**src/rtl/guess_history_pkg.sv**
```systemverilog
// Shared game constants for the guess-history blocks.
// Peg vectors pack peg 0 into the least-significant W bits.
package guess_history_pkg;

  localparam int GAME_DEPTH = 8;
  localparam int GAME_W     = 3;
  localparam int GAME_PEGS  = 4;

endpackage

```
**src/rtl/guess_history_btn_edge.sv**
```systemverilog
// Registered rising-edge detector for one push button.
// The pulse is high for exactly one cycle per press, however long the button is held.
module btn_edge (
  input  logic clk,
  input  logic reset,
  input  logic btn,
  output logic rise
);

  logic btn_q;

  always_ff @(posedge clk or negedge reset) begin
    if (!reset) btn_q <= 1'b0;
    else        btn_q <= btn;
  end

  assign rise = btn & ~btn_q;

endmodule

```
**src/rtl/guess_history.sv**
```systemverilog
// Stores up to DEPTH committed four-peg guesses.
// Shows either the live guess (mode 0) or a browsable stored turn (mode 1).
module guess_history
  import guess_history_pkg::*;
#(
  parameter int DEPTH = GAME_DEPTH,
  parameter int W     = GAME_W
) (
  input  logic                       clk,
  input  logic                       reset,
  input  logic                       mode,
  input  logic                       btn_up,
  input  logic                       btn_down,
  input  logic                       btn_select,
  input  logic [W-1:0]               guess0,
  input  logic [W-1:0]               guess1,
  input  logic [W-1:0]               guess2,
  input  logic [W-1:0]               guess3,
  output logic [W-1:0]               selection0,
  output logic [W-1:0]               selection1,
  output logic [W-1:0]               selection2,
  output logic [W-1:0]               selection3,
  output logic [$clog2(DEPTH)-1:0]   selected_turn,
  output logic                       last_turn
);

  localparam int CW = $clog2(DEPTH + 1);
  localparam int VW = $clog2(DEPTH);

  logic [GAME_PEGS-1:0][W-1:0] mem [DEPTH];
  logic [GAME_PEGS-1:0][W-1:0] guess_vec;
  logic [GAME_PEGS-1:0][W-1:0] shown;
  logic [CW-1:0]               count;
  logic [VW-1:0]               view;
  logic [VW-1:0]               newest;
  logic                        mode_q;
  logic                        full;
  logic                        up_rise, down_rise, sel_rise;

  btn_edge u_up   (.clk(clk), .reset(reset), .btn(btn_up),     .rise(up_rise));
  btn_edge u_down (.clk(clk), .reset(reset), .btn(btn_down),   .rise(down_rise));
  btn_edge u_sel  (.clk(clk), .reset(reset), .btn(btn_select), .rise(sel_rise));

  assign guess_vec = {guess3, guess2, guess1, guess0};
  assign full      = (count == CW'(DEPTH));
  assign last_turn = full;

  // Index of the most recent stored turn, 0 when nothing is stored.
  always_comb begin
    newest = '0;
    if (count != '0) newest = VW'(count - CW'(1));
  end

  always_ff @(posedge clk or negedge reset) begin
    if (!reset) begin
      count  <= '0;
      view   <= '0;
      mode_q <= 1'b0;
      for (int i = 0; i < DEPTH; i++) mem[i] <= '0;
    end else begin
      mode_q <= mode;
      if (!mode) begin
        if (sel_rise && !full) begin
          mem[count[VW-1:0]] <= guess_vec;
          count              <= count + 1'b1;
        end
      end else if (!mode_q) begin
        view <= newest;
      end else if (up_rise && !down_rise) begin
        if (view < newest) view <= view + 1'b1;
      end else if (down_rise && !up_rise) begin
        if (view != '0) view <= view - 1'b1;
      end
    end
  end

  always_comb begin
    shown         = guess_vec;
    selected_turn = full ? VW'(DEPTH - 1) : count[VW-1:0];
    if (mode) begin
      if (count == '0) begin
        shown         = '0;
        selected_turn = '0;
      end else begin
        shown         = mem[view];
        selected_turn = view;
      end
    end
  end

  assign selection0 = shown[0];
  assign selection1 = shown[1];
  assign selection2 = shown[2];
  assign selection3 = shown[3];

endmodule

```
**config.mk**
```make
export PLATFORM = sky130hd
export DESIGN_NAME = guess_history
export DESIGN_NICKNAME = d
export VERILOG_FILES = /design/src/rtl/guess_history_pkg.sv /design/src/rtl/guess_history_btn_edge.sv /design/src/rtl/guess_history.sv
export SDC_FILE = /design/constraint.sdc
export NUM_CORES = 1
export LEC_CHECK = 0
export ABC_AREA = 1
export BUFFER_PORTS_ARGS = -buffer_cell sky130_fd_sc_hd__buf_2
export CAP_MARGIN = 10
export CORE_ASPECT_RATIO = 0.5
export CORE_MARGIN = 2
export CORE_UTILIZATION = 27
export DETAILED_ROUTE_END_ITERATION = 12
export PLACE_DENSITY = 0.4
export RECOVER_POWER = 25
export SKIP_LAST_GASP = 1
export SYNTH_ARGS = -nofsm -noshare
export SYNTH_HDL_FRONTEND = slang
export SYNTH_SLANG_ARGS = --single-unit
```
**constraint.sdc**
```tcl
create_clock -name clk -period 4.23 [get_ports clk]
set_input_delay 0.2115 -clock clk [delete_from_list [all_inputs] [get_ports clk]]
set_output_delay 0.2115 -clock clk [all_outputs]
set_load 0.02 [all_outputs]
```
==> results.md <==
- Die Footprint: about 0.021 mm^2
- Iter 0 DRT Violations: approximately 270
- Final Wtd Congestion: around 0.75
- Die Wd: 204 um
- Cts bufs inserted: 9
- Met3 usage: under 10%
- VDD IR max: approximately 190 uV
- Crit path DAT: 2.80 ns
- Register area share after synthesis: approximately 49%
- Finish-stage setup viols: 0
- Largest family of logic cells by synthesized area: simple AND/OR/NAND/NOR gates
- Setup TNS: 0 ns
- Max-slew violations: 0
- Initial Util: 27.7%
- PD cells: around 690 mW/mm^2
- Post-Synthesis Cells: roughly 640
- Grt met2 use: between 20% and 30%
- Hold Crit Start: guess2[1]
- Crit path launch: count[0]
- CTS H-tree lvls: 3
- Syn_nets: 663
- Synth Area in Adders: 1.52%
- Status: complete, no violations
- P_int: 0.00238 W
- Hold slack: about 0.27 ns
- Largest net degree at the start of global routing: 57
- Sink Count: 107
- Antenna-violating nets left: 0
- Slew @ Worst Pin: ~1.4 ns
- Synth warn: 0
- CP Class: reg2out
- Detailed Place HPWL: about 9000 um
- Synth Area in Compound Gates: 15.8%
- Die height: ~100 um
- Post-Synth XOR/XNOR Area: less than 1%
- Max clock buf depth: 2
- Sequential share of power: 40.4%
- Synth cell types: 26
- CP endpoint kind: primary output
- Flops & latches, synth: 107
- Gr ovfl total: 0
- Avg Synthesized Cell Area: 8.47 um^2
- Simple-Gate Fraction of Synth Area: 25.5%
- ANT cells: 0
- Reg clk slew, reported paths: approximately 0.070 ns
- # DRC: 0
- Core area: just under 0.02 mm^2
- DRT Wirelength: 15000 um
- Worst skew pair latency: 0.35 ns
- Share of post-route cells with drive strength above 1: 14.4%
- Mux cell area share after synthesis: 0%
- Overall Global Routing Usage: 14.9%
- Area grow syn2layout: 10.8%
- Yosys top cell area share: slightly below 50%
- Via count: roughly 4200
- Leakage: ~2.8 nW
- Setup crit start kind: register
- Hold Path Depth: 3
- Skew final: around 0.0066 ns
- Cell taking the most area after synthesis: dfrtp_1
- Boundary Pins: 34
- Largest cells by area after synthesis: dfrtp_1 (49%), nand2_1 (14%), o21ai_0 (5.5%)
- Final std cells w/o fill: about 930
- Data required, critical path: between 4 and 5 ns
- Reg2Reg Launch Point: count[0]
- NumNets Final: 681
- Post-Synthesis Cell Area: ~0.0054 mm^2
- Filler cells: ~2200
- Critical path fanouts, max: 12
- Placed insts: 908
- Peak Freq: around 0.33 GHz
- Crit share post-route: between 70% and 80%
- Final hold vios: 0
- RSZ-0062 raised after global routing: false
- Min cycle time layout: approximately 3.0 ns
- FP Rows: 36
- P_sw: roughly 0.0017 W
- Max Cap Violations: 0
- GRT busiest layer: met2
- Design Area, Final: about 0.0060 mm^2
- First-pass GRT wire length: 24400 um
- Hold/Removal Path Class: in2reg
- Port bufs: 33
- Slew margin rel.: around 5.7%
- Met1 global-route usage: around 22%
- CTS tree: built
- Post-cts resize count: 0
- CTS root buffer: clkbuf_16
- Worst reg-to-reg path cell count: 7
- Placed inst area: 0.00570 mm^2
- Sw Share: a little over two fifths
- Via/cell ratio: 4.53
- Vias in the first global route: about 4200
- TritonRoute pass-1 iters: 5
- Wire per inst: 16.1 um
- Combinational share of power: 40.4%
- Power share of the clock group: between 10% and 20%
- Initial antenna violation count: 0
worst paths after layout:
path,slack (ns),endpoint
worst min-delay path,0.27,mem[7]
worst min register to register,0.48,mem[11]
worst max register to register,1.33,mem[21]
min in group asynchronous,0.46,mem[61]
worst max-delay path,1.22,selection0[1]
max in group asynchronous,2.87,mem[71]
critical path, stage by stage, from the launching register on:
cell      delay [ns]
dfrtp_1         0.69
inv_2           0.22
ha_1            0.28
nand2_1         0.18
nand2_1         0.13
nor2_1          0.17
buf_4           0.26
nand3_1         0.10
o211ai_1        0.19
buf_2           0.24
synth_stat cells (all sizes together):
cell type	count
dfrtp	107
o211ai	12
clkbuf	14
nor2	59
nand3b	1
buf	25
xnor2	1
fa	1
nand3	40
nand2	205
o21ai	131
clkinv	1
ha	5
xor2	3
nand4	9
inv	25
logic make-up after synthesis:
| logic type | after synthesis |
|---|---|
| DFF | 107 |
| AOI/OAI and AO/OA | 143 |
| buffers and inverters | 65 |
| and+or+nand+nor | 314 |
| adders and majority gates | 6 |
| xor gates and xnor gates | 4 |
cells in the final DEF, fill, tap and decap left out, drive strengths merged, types with 2 or more instances in the layout:
master,netlist,routed
nand4,9,9
nand2,205,205
o211ai,12,12
clkinv,1,3
nor2,59,59
dlygate4sd3,0,4
buf,25,38
clkbuf,14,16
xor2,3,3
clkinvlp,0,2
o21ai,131,131
dfrtp,107,107
nand3,40,40
ha,5,5
inv,25,25
repair_timing:
item / in CTS / in global routing
endpoints found under the hold margin: 57 / 0
endpoints found under the setup margin: 0 / 0
setup buffers: 0 / 0
hold buffers: 4 / 0
stage by stage:
step | setup WS [ns] | util [%] | total power (W)
2_1_floorplan | 2.15 | - | 0.00289
3_3_place_gp | 1.44 | 29.2 | 0.00336
3_5_place_dp | 1.35 | 29.2 | 0.00338
4_1_cts | 1.24 | 30.7 | 0.00420
5_1_grt | 1.02 | 30.7 | 0.00451
6_report | 1.22 | 30.7 | 0.00412
flip-flops by register name (all words and copies together) (netlist names):
register,cells
mem,96
count,4
view,3
mode_q,1
u_down.btn_q,1
u_sel.btn_q,1
u_up.btn_q,1
power groups by stage:
stage                     sequential [W]  clock [W]  combinational, W
after floorplan                  0.00158          0           0.00131
after global placement           0.00168          0           0.00168
after detailed placement         0.00168          0           0.00170
after CTS                        0.00166   0.000827           0.00171
after global routing             0.00172   0.000869           0.00192
final                            0.00166   0.000792           0.00167
cell type report:
cell class / count / area, um^2 / area share (%)
sequential: 107 / 2680 / 44.7
multi-input combinational: 467 / 2350 / 39.2
tap: 266 / 333 / 5.55
timing repair buffer: 46 / 270 / 4.50
clock buffer: 12 / 236 / 3.94
inverter: 26 / 97.6 / 1.63
clock inverter: 4 / 28.8 / 0.480
layer usage:
| layer | vias up | wire, um |
|---|---|---|
| met5 | - | 0 |
| met4 | 0 | 126 |
| met3 | 9 | 440 |
| met2 | 54 | 6300 |
| met1 | 2009 | 8120 |
| li1 | 2130 | - |
(Power assumes the default switching activity.)
